==> src/rtl/contador_direccion_ir_pkg.sv <==
// -----------------------------------------------------------------------------
// contador_direccion_ir_pkg
// Shared definitions for the doorway direction counter:
//   - system clock rate, used to derive the default crossing timeout (1 s)
//   - FSM state encodings (3-bit): IDLE, E1..E3 (entry), X1..X3 (exit), ERR
//   - sensor pattern encoding for s = {sensor_a, sensor_b}
//   - helper telling whether a state is one of the six crossing states
// No ports (package).
// -----------------------------------------------------------------------------
package contador_direccion_ir_pkg;

  // 50 MHz system clock; one second of clock cycles is the default timeout.
  localparam int unsigned CLK_HZ     = 50_000_000;
  localparam int unsigned TIMEOUT_1S = CLK_HZ;

  typedef enum logic [2:0] {
    ST_IDLE = 3'd0,
    ST_E1   = 3'd1,  // A broken only, entering
    ST_E2   = 3'd2,  // both broken, entering
    ST_E3   = 3'd3,  // B broken only, entering
    ST_X1   = 3'd4,  // B broken only, leaving
    ST_X2   = 3'd5,  // both broken, leaving
    ST_X3   = 3'd6,  // A broken only, leaving
    ST_ERR  = 3'd7   // invalid sequence or timeout, wait for both beams clear
  } state_t;

  // Pattern {sensor_a, sensor_b}; 1 = beam broken.
  typedef enum logic [1:0] {
    S_NONE = 2'b00,
    S_B    = 2'b01,
    S_A    = 2'b10,
    S_AB   = 2'b11
  } sens_t;

  // Crossing states are the only ones where the dwell timer runs.
  function automatic logic is_crossing(input state_t st);
    return !(st inside {ST_IDLE, ST_ERR});
  endfunction

endpackage

==> src/rtl/ocupacion_contador.sv <==
// -----------------------------------------------------------------------------
// ocupacion_contador
// Saturating up/down occupancy counter with synchronous clear.
// Clear has priority over increment/decrement; increment at MAX_COUNT and
// decrement at 0 are absorbed (the count never wraps).
// Ports:
//   clk       in   1        system clock
//   rst       in   1        asynchronous, active-high reset (count -> 0)
//   i_inc     in   1        completed entry this edge
//   i_dec     in   1        completed exit this edge (never together with i_inc)
//   i_clear   in   1        synchronous clear, level-sampled
//   o_count   out  COUNT_W  current occupancy (registered)
//   o_full    out  1        o_count == MAX_COUNT
//   o_empty   out  1        o_count == 0
// -----------------------------------------------------------------------------
module ocupacion_contador #(
  parameter int unsigned COUNT_W   = 8,
  parameter int unsigned MAX_COUNT = 99
) (
  input  logic               clk,
  input  logic               rst,
  input  logic               i_inc,
  input  logic               i_dec,
  input  logic               i_clear,
  output logic [COUNT_W-1:0] o_count,
  output logic               o_full,
  output logic               o_empty
);

  localparam logic [COUNT_W-1:0] MAX_VAL = COUNT_W'(MAX_COUNT);
  localparam logic [COUNT_W-1:0] ONE     = COUNT_W'(1);

  logic [COUNT_W-1:0] r_count;

  // NOTE: state registers are assigned with non-blocking (<=) so every flop
  // samples the pre-edge values; blocking here would create ordering races.
  always_ff @(posedge clk or posedge rst) begin
    if (rst) begin
      r_count <= '0;
    end else if (i_clear) begin
      r_count <= '0;
    end else if (i_inc && (r_count != MAX_VAL)) begin
      r_count <= r_count + ONE;
    end else if (i_dec && (r_count != '0)) begin
      r_count <= r_count - ONE;
    end
  end

  // Flags come straight from the registered count, so they change together.
  assign o_count = r_count;
  assign o_full  = (r_count == MAX_VAL);
  assign o_empty = (r_count == '0);

endmodule

==> src/rtl/contador_direccion_ir.sv <==
// -----------------------------------------------------------------------------
// contador_direccion_ir
// Direction sequencer for two debounced IR barriers at a doorway.
// A is the outer beam, B the inner one. Entry is the pattern walk
// 10 -> 11 -> 01 -> 00, exit is 01 -> 11 -> 10 -> 00 (s = {A,B}). Stepping back
// along the walk is allowed; backing out from the first step is silent.
// Anything else, or dwelling TIMEOUT_CYCLES in one crossing state, goes to ERR
// with a one-cycle error_pulse; ERR waits for both beams clear.
// Ports:
//   clk          in   1        system clock (50 MHz)
//   rst          in   1        asynchronous, active-high reset
//   sensor_a     in   1        debounced IR A (outer), 1 = beam broken
//   sensor_b     in   1        debounced IR B (inner), 1 = beam broken
//   clear        in   1        synchronous occupancy clear, level-sampled
//   count        out  COUNT_W  current occupancy (saturating 0..MAX_COUNT)
//   entry_pulse  out  1        one cycle per completed entry
//   exit_pulse   out  1        one cycle per completed exit
//   error_pulse  out  1        one cycle per invalid sequence or timeout
//   busy         out  1        state != IDLE
//   full         out  1        count == MAX_COUNT
//   empty        out  1        count == 0
// -----------------------------------------------------------------------------
module contador_direccion_ir
  import contador_direccion_ir_pkg::*;
#(
  parameter int unsigned COUNT_W        = 8,
  parameter int unsigned MAX_COUNT      = 99,
  parameter int unsigned TIMEOUT_CYCLES = TIMEOUT_1S,
  parameter int unsigned TMR_W          = 26
) (
  input  logic               clk,
  input  logic               rst,
  input  logic               sensor_a,
  input  logic               sensor_b,
  input  logic               clear,
  output logic [COUNT_W-1:0] count,
  output logic               entry_pulse,
  output logic               exit_pulse,
  output logic               error_pulse,
  output logic               busy,
  output logic               full,
  output logic               empty
);

  // Timer value seen on the last permitted held cycle of a crossing state.
  localparam logic [TMR_W-1:0] TMR_LAST = TMR_W'(TIMEOUT_CYCLES - 1);
  localparam logic [TMR_W-1:0] TMR_ONE  = TMR_W'(1);

  state_t           r_state;
  state_t           w_state_seq;   // next state from the pattern alone
  state_t           w_state_next;  // after the timeout override
  logic [TMR_W-1:0] r_timer;
  logic [TMR_W-1:0] w_timer_next;
  sens_t            w_sens;
  logic             w_entry;
  logic             w_exit;
  logic             w_error;
  logic             w_held;
  logic             r_entry_pulse;
  logic             r_exit_pulse;
  logic             r_error_pulse;

  assign w_sens = sens_t'({sensor_a, sensor_b});

  // ---------------------------------------------------------------------------
  // Pattern decode. Each crossing state has one pattern that holds it, one or
  // two that move along the walk, and the rest are errors.
  // ---------------------------------------------------------------------------
  // NOTE: every output of a combinational block gets a default before the
  // case; a path that leaves one unassigned would infer a latch.
  always_comb begin
    w_state_seq = r_state;
    w_entry     = 1'b0;
    w_exit      = 1'b0;
    unique case (r_state)
      ST_IDLE: begin
        unique case (w_sens)
          S_A:    w_state_seq = ST_E1;
          S_B:    w_state_seq = ST_X1;
          S_AB:   w_state_seq = ST_ERR;
          S_NONE: w_state_seq = ST_IDLE;
        endcase
      end
      ST_E1: begin
        unique case (w_sens)
          S_A:    w_state_seq = ST_E1;
          S_AB:   w_state_seq = ST_E2;
          S_NONE: w_state_seq = ST_IDLE;  // backed out before reaching B
          S_B:    w_state_seq = ST_ERR;
        endcase
      end
      ST_E2: begin
        unique case (w_sens)
          S_AB:   w_state_seq = ST_E2;
          S_B:    w_state_seq = ST_E3;
          S_A:    w_state_seq = ST_E1;
          S_NONE: w_state_seq = ST_ERR;
        endcase
      end
      ST_E3: begin
        unique case (w_sens)
          S_B:    w_state_seq = ST_E3;
          S_AB:   w_state_seq = ST_E2;
          S_NONE: begin
            w_state_seq = ST_IDLE;
            w_entry     = 1'b1;
          end
          S_A:    w_state_seq = ST_ERR;
        endcase
      end
      ST_X1: begin
        unique case (w_sens)
          S_B:    w_state_seq = ST_X1;
          S_AB:   w_state_seq = ST_X2;
          S_NONE: w_state_seq = ST_IDLE;  // backed out before reaching A
          S_A:    w_state_seq = ST_ERR;
        endcase
      end
      ST_X2: begin
        unique case (w_sens)
          S_AB:   w_state_seq = ST_X2;
          S_A:    w_state_seq = ST_X3;
          S_B:    w_state_seq = ST_X1;
          S_NONE: w_state_seq = ST_ERR;
        endcase
      end
      ST_X3: begin
        unique case (w_sens)
          S_A:    w_state_seq = ST_X3;
          S_AB:   w_state_seq = ST_X2;
          S_NONE: begin
            w_state_seq = ST_IDLE;
            w_exit      = 1'b1;
          end
          S_B:    w_state_seq = ST_ERR;
        endcase
      end
      ST_ERR: begin
        if (w_sens == S_NONE) begin
          w_state_seq = ST_IDLE;
        end
      end
      default: w_state_seq = ST_IDLE;
    endcase
  end

  // ---------------------------------------------------------------------------
  // Dwell timeout and timer. A hold on the last permitted cycle turns into an
  // error; a pattern change always wins over the timeout. Completions are
  // never holds, so they are unaffected by the override.
  // ---------------------------------------------------------------------------
  always_comb begin
    w_held       = is_crossing(r_state) && (w_state_seq == r_state);
    w_state_next = w_state_seq;
    if (w_held && (r_timer == TMR_LAST)) begin
      w_state_next = ST_ERR;
    end
    // Only entering ERR pulses; sitting in ERR stays quiet.
    w_error      = (w_state_next == ST_ERR) && (r_state != ST_ERR);
    w_timer_next = (w_state_next == r_state && is_crossing(r_state))
                   ? (r_timer + TMR_ONE) : '0;
  end

  // NOTE: rst is asynchronous so a reset mid-crossing drops the pending
  // sequence immediately; no pulse can leak out after it.
  always_ff @(posedge clk or posedge rst) begin
    if (rst) begin
      r_state       <= ST_IDLE;
      r_timer       <= '0;
      r_entry_pulse <= 1'b0;
      r_exit_pulse  <= 1'b0;
      r_error_pulse <= 1'b0;
    end else begin
      r_state       <= w_state_next;
      r_timer       <= w_timer_next;
      r_entry_pulse <= w_entry;
      r_exit_pulse  <= w_exit;
      r_error_pulse <= w_error;
    end
  end

  // The count moves on the same edge that registers entry/exit_pulse.
  ocupacion_contador #(
    .COUNT_W   (COUNT_W),
    .MAX_COUNT (MAX_COUNT)
  ) u_ocupacion (
    .clk     (clk),
    .rst     (rst),
    .i_inc   (w_entry),
    .i_dec   (w_exit),
    .i_clear (clear),
    .o_count (count),
    .o_full  (full),
    .o_empty (empty)
  );

  assign entry_pulse = r_entry_pulse;
  assign exit_pulse  = r_exit_pulse;
  assign error_pulse = r_error_pulse;
  assign busy        = (r_state != ST_IDLE);

endmodule
==> config.mk <==
export PLATFORM = sky130hd
export DESIGN_NAME = contador_direccion_ir
export DESIGN_NICKNAME = d
export VERILOG_FILES = /design/src/rtl/contador_direccion_ir_pkg.sv /design/src/rtl/ocupacion_contador.sv /design/src/rtl/contador_direccion_ir.sv
export SDC_FILE = /design/constraint.sdc
export NUM_CORES = 1
export LEC_CHECK = 0
export CAP_MARGIN = 20
export CORE_MARGIN = 2
export CORE_UTILIZATION = 40
export CTS_CLUSTER_DIAMETER = 40
export DETAILED_ROUTE_END_ITERATION = 12
export HOLD_SLACK_MARGIN = 0.12
export PLACE_DENSITY = 0.69
export SYNTH_ARGS = -nofsm -noshare
export SYNTH_HDL_FRONTEND = slang
export SYNTH_SLANG_ARGS = --single-unit
==> constraint.sdc <==
create_clock -name clk -period 8.8 [get_ports clk]
set_clock_uncertainty 0.15 [all_clocks]
set_input_delay 1.32 -clock clk [delete_from_list [all_inputs] [get_ports clk]]
set_output_delay 1.32 -clock clk [all_outputs]
set_load 0.05 [all_outputs]
# Yosys cells after proc, flatten, opt, wreduce, memory -nomap -nowiden

Cells that the tools add are included.

Flip-flop bits (word level): 40
Input port bits: 5
Output and inout port bits: 14
Word-level logic and storage cells: 57

Add/subtract/negate cells: 3
Equality and inequality tests: 17
Multiplexer cells: 17
Reduce and logical (&&, ||, !) cells: 14

Operators with widths:

| cell                                                   | count |
|---|---|
| case mux 3 bit (4 select lines)                        | 7 |
| adder 26 x 1 -> 26 bit (second input constant)         | 1 |
| equality test 26 bit (second input constant)           | 1 |
| 2-to-1 mux 26 bit                                      | 1 |
| 2-to-1 mux 8 bit                                       | 3 |
| case mux 3 bit (8 select lines)                        | 1 |
| equality test 3 bit (second input constant)            | 5 |
| adder 8 x 1 -> 8 bit (second input constant)           | 1 |
| equality test 8 x 7 -> 1 bit (second input constant)   | 1 |
| zero test 8 bit                                        | 1 |
| inequality test 8 x 7 -> 1 bit (second input constant) | 1 |
| nonzero test 8 bit                                     | 1 |
| subtractor 8 x 1 -> 8 bit (second input constant)      | 1 |
| equality test 3 x 2 -> 1 bit (second input constant)   | 2 |
| equality test 3 bit                                    | 2 |
| logical AND 1 bit                                      | 6 |
| 2-to-1 mux 3 bit                                       | 2 |
| nonzero test 3 bit                                     | 2 |
| equality test 2 bit (second input constant)            | 2 |
| equality test 3 x 1 -> 1 bit (second input constant)   | 1 |
| zero test 3 bit                                        | 1 |
| 2-to-1 mux 1 bit                                       | 3 |
| inequality test 3 bit (second input constant)          | 1 |
| equality test 2 x 1 -> 1 bit (second input constant)   | 1 |
| 3 further kinds                                        | 3 |

# Logic depth before layout (Yosys ltp)

Depth after elaboration: 10
Depth in mapped cells: 12
Mapped depth without buffers: 12

# By module

From an unflattened synthesis, not the netlist that was laid out.

Cells, all modules: 291
Area total of the unflattened synthesis: 2782.7 µm²

Modules (own cells, without submodules):

| module                | instances | cells an instance | area each (µm²) | seq. area each (µm²) |
|---|---|---|---|---|
| contador_direccion_ir | 1         | 214               | 2099.5          | 800.8 |
| ocupacion_contador    | 1         | 77                | 683.2           | 200.2 |

# Worst setup path before layout

OpenSTA, ideal clock, no wires.

Path type: in2reg
From: input sensor_a
To: register u_ocupacion.r_count[7], in the netlist u_ocupacion.o_count[7]
Library setup time: 0.083 ns
Arrival: 3.425 ns
Data required time: 8.567 ns
Setup slack: 5.143 ns
Cell stages on the path: 11
Buffers on the path: 0
Path through: inv_1 > ha_1 > and4b_1 > o21ai_2 > ha_1 > a21oi_1 > o211ai_1 > o41ai_1 > mux2i_1 > mux2i_1 > o21ai_0

Word-level cells in the longest chain between the ends: 6
Elaborated cells between the ends (all ways): 9

Ends and longest elaborated chain:

| element                | RTL line                     | source |
|---|---|---|
| start: declaration     | contador_direccion_ir.sv:33  | `input logic sensor_a,` |
| zero test 2 bit *      | contador_direccion_ir.sv:101 | `unique case (w_sens)` |
| 2-to-1 mux 1 bit *     | contador_direccion_ir.sv:101 |  |
| 2-to-1 mux 1 bit *     | contador_direccion_ir.sv:75  | `unique case (r_state)` |
| net u_ocupacion.i_inc  | ocupacion_contador.sv:22     | `input logic i_inc,` |
| logical AND 1 bit *    | ocupacion_contador.sv:42     | `end else if (i_inc && (r_count != MAX_VAL)) begin` |
| 2-to-1 mux 8 bit       | ocupacion_contador.sv:42     |  |
| 2-to-1 mux 8 bit       | ocupacion_contador.sv:40     | `end else if (i_clear) begin` |
| end signal: assignment | ocupacion_contador.sv:43     | `r_count <= r_count + ONE;` |
| end signal: assignment | ocupacion_contador.sv:45     | `r_count <= r_count - ONE;` |
| end: declaration       | ocupacion_contador.sv:33     | `logic [COUNT_W-1:0] r_count;` |

Mark *: on every way through the listed nets, which the timed path passes. The rest lies on a longest branch.
A chain may end at the register's enable or synchronous reset.

# Worst setup path after layout

Same ends and word-level chain as after synthesis.

==> qor.yml <==
outcome: "completed"
fp-row-count: 30
worst_r2r_path_depth: 9
final_worst_path_period_need_ns: 4.302
combPwrFrac_pct: 52.4
cts.repair.resized: 0
root_buffer: "sky130_fd_sc_hd__clkbuf_8"
drv_cap: 0
cts.sink_count: 40
via_count_of_the_first_global_routing_pass: 2107
worstPathCellList: "clkdlybuf4s50_1 -> inv_1 -> ha_1 -> and4b_1 -> o21ai_2 -> ha_1 -> a21oi_1 -> o211ai_1 -> o41ai_1 -> mux2i_1 -> mux2i_1 -> o21ai_0"
switching_share_pct: 45.37
synth_top_area_share_pct: 35.99
clock_power_share_pct: 15.6
area_growth_pct: 11.79
fmax_mhz: 232.4
num-fill-cells: 668
cell_area_synth_um2: 2781
grt_max_degree: 41
reg2reg_from: "u_ocupacion.o_count[4]"
port-buffer-count: 18
detailed_place_hpwl_um: 4039
holdCritStartpoint: "r_timer[0]"
critical_path.slowest_cell: "sky130_fd_sc_hd__clkdlybuf4s50_1"
slack_of_the_worst_reg_to_reg_path_ns: 5.52
power_density_nw_per_um2: 272.4
io_pins: 19
cts_buffer_depth: 2
cts_hold_repair.buffers: 0
die-height_um: 87.39
detailed_place.area_um2: 2998
wirelength_um: 5631
globalplace.congestion: 0.8755
yosys.area.top_type: "sky130_fd_sc_hd__dfrtp_1"
multi_input_comb_area_um2: 1657
crit_family: "compound AO/OA/AOI/OAI gates"
postSynthCellCount: 313
cts_tree: "yes"
cp_data_required_time_ns: 8.86
grt_antenna_before_repair: 0
synth_edf_count: 0
finalSetupTns_ns: 0
synth_flop_cell: "sky130_fd_sc_hd__dfrtp_1"
switchingPower_w: 0.0003843
gr-total-overflow: 0
min-delay-path-class: "reg -> reg"
synthDistinctLibCells: 59
finalHoldViolations: 0
synth.yosys.seq_area_share_pct: 35.99
synthArstFlopShare_pct: 100.0
worst-path-buf-inv: 2
die_w_um: 87.39
start_util_pct: 41.17
crit_path_largest_cell_delay_ns: 0.57
vdd_ir_drop_max_uv: 241.3
post_synth_main_area_contributors: "sky130_fd_sc_hd__dfrtp_1, sky130_fd_sc_hd__ha_1, sky130_fd_sc_hd__nor2_1"
via_per_inst: 5.555
drt_first_iter_violations: 139
synthesis.area_per_instance_um2: 8.886
ff_latch_area_um2: 1001
post-route-cell-area_um2: 3109
top_cells_by_instance_count_after_synthesis: "sky130_fd_sc_hd__nor2_1, sky130_fd_sc_hd__dfrtp_1, sky130_fd_sc_hd__nand2_1"
drive_above_1_share_pct: 6.991
arrival_ns: 4.36
min_period_over_period_pct: 48.89
core-area_um2: 6756
syn_nets: 334
post_cts.repair.setup_buffers: 0
path_clk_slew_ns: 0.07
max_slew.worst_pin.slew_ns: 0.6616
holdPathEnd: "r_timer[0]"
synth.ff_latch_count: 40
cts_inserted_buffers: 5
critical_path_class: "in -> reg"
min_path_cells: 1
first_pass_grt_wire_length_um: 9977
antenna_cells_inserted: 0
detail_route.drc_violations: 0
reg2reg_to: "u_ocupacion.o_count[7]"
cp-start-kind: "input port"
first_pass_iters: 4
cts_htree_levels: 2
worst-path-max-fanout: 9
worstSetupEndpointType: "flop"
final_antenna_net_count: 0
report.final.slew_viol_count: 0
setup_violations: 0
final.setup.worst_slack_ns: 4.498
place_worst_setup_slack_ns: 4.235
grtUsageTotal_pct: 16.40
routed_wire_length_per_instance_um: 13.77
via_count: 2272
p_leak_nw: 1.241
synthMostInstantiatedCell: "sky130_fd_sc_hd__nor2_1"
dieArea_um2: 7636
worst_slew_margin_rel_pct: 55.89
num-nets-final: 350
internal_power_w: 0.0004627
clock_network_latency_to_the_later_pin_of_the_worst_skew_pair_ns: 0.29
rsz_0062_raised_after_global_routing: "false"
power_frac_seq_pct: 32.0
synth-warning-count: 0
## state kept, by name, indices dropped and copies added, names as in the netlist
register / count
r_timer: 26
r_state: 3
exit_pulse: 1
u_ocupacion.o_count: 8
error_pulse: 1
entry_pulse: 1
## worst max-delay path by stage
stage | from | endpoint | cells after the start
2_1_floorplan | sensor_a | u_ocupacion.o_count[7] | 11
3_3_place_gp | sensor_a | u_ocupacion.o_count[7] | 12
3_5_place_dp | sensor_a | u_ocupacion.o_count[7] | 12
4_1_cts | sensor_a | u_ocupacion.o_count[7] | 12
5_1_grt | sensor_a | u_ocupacion.o_count[7] | 12
6_report | sensor_a | u_ocupacion.o_count[7] | 12
## cell usage in the layout (no fill, tap or decap), types with 10 or more instances in the layout
master | synthesis | routed
sky130_fd_sc_hd__nand2_1 | 24 | 24
sky130_fd_sc_hd__clkdlybuf4s50_1 | 0 | 18
sky130_fd_sc_hd__xnor2_1 | 13 | 13
sky130_fd_sc_hd__nor2_1 | 50 | 50
sky130_fd_sc_hd__inv_1 | 13 | 13
sky130_fd_sc_hd__dfrtp_1 | 40 | 40
sky130_fd_sc_hd__xor2_1 | 15 | 15
sky130_fd_sc_hd__ha_1 | 15 | 15
sky130_fd_sc_hd__nor3_1 | 10 | 10
sky130_fd_sc_hd__nand3_1 | 11 | 11
## logic make-up (layout without fill, tap and decap cells)
group,count (synthesis),in the layout,share of synthesized area [%]
fa+ha+maj,16,16,7.467
xor+xnor,28,28,8.817
simple gates,148,148,27.76
buf+inv,25,41,4.453
flops,40,40,35.99
compound gates,50,50,12.87
mux,6,6,2.654
## final cells by class
class / instances / share of cell area, %
repair buffers: 20 / 6.519
multi-input cells: 248 / 53.28
inverters: 14 / 1.690
flip-flops and latches: 40 / 32.19
well taps: 80 / 3.219
clock buffers: 7 / 3.099
## layer usage
metal  vias to the layer above  share of wire, %  GRT usage (%)
met1                      1082                51          23.35
met2                        38                45          25.14
met5                         -                 0              0
met3                         8               2.7          2.938
li1                       1144                 -              -
met4                         0               1.4          5.455
## power by group through the flow
stage                     Combinational (W)  Sequential [W]  Clock, W
after floorplan                    0.000331        0.000293         0
after global placement             0.000430        0.000274         0
after detailed placement           0.000433        0.000273         0
after CTS                          0.000435        0.000270  0.000137
after global routing               0.000492        0.000279  0.000146
final                              0.000444        0.000271  0.000132
## worst register-to-register path: cells and delay by family, from the launching register on
| kind | cells | cell delay (ns) |
|---|---|---|
| and+or+nand+nor | 1 | 0.59 |
| adders and majority gates | 1 | 0.32 |
| muxes | 2 | 0.32 |
| AOI/OAI and AO/OA | 5 | 1.40 |
| DFF | 1 | 0.43 |
## stage by stage
| stage | std cells | util [%] | hold slack, ns | total power [W] |
|---|---|---|---|---|
| 5_1_grt | 409 | 46.02 | 0.4390 | 0.0009164 |
| 2_1_floorplan | 313 | - | 0.3369 | 0.0006232 |
| 6_report | 409 | 46.02 | 0.3940 | 0.0008471 |
| 4_1_cts | 408 | 45.80 | 0.3928 | 0.0008419 |
| 3_3_place_gp | 401 | 44.37 | 0.3679 | 0.0007035 |
| 3_5_place_dp | 401 | 44.37 | 0.3714 | 0.0007057 |
(Power assumes the default switching activity.)
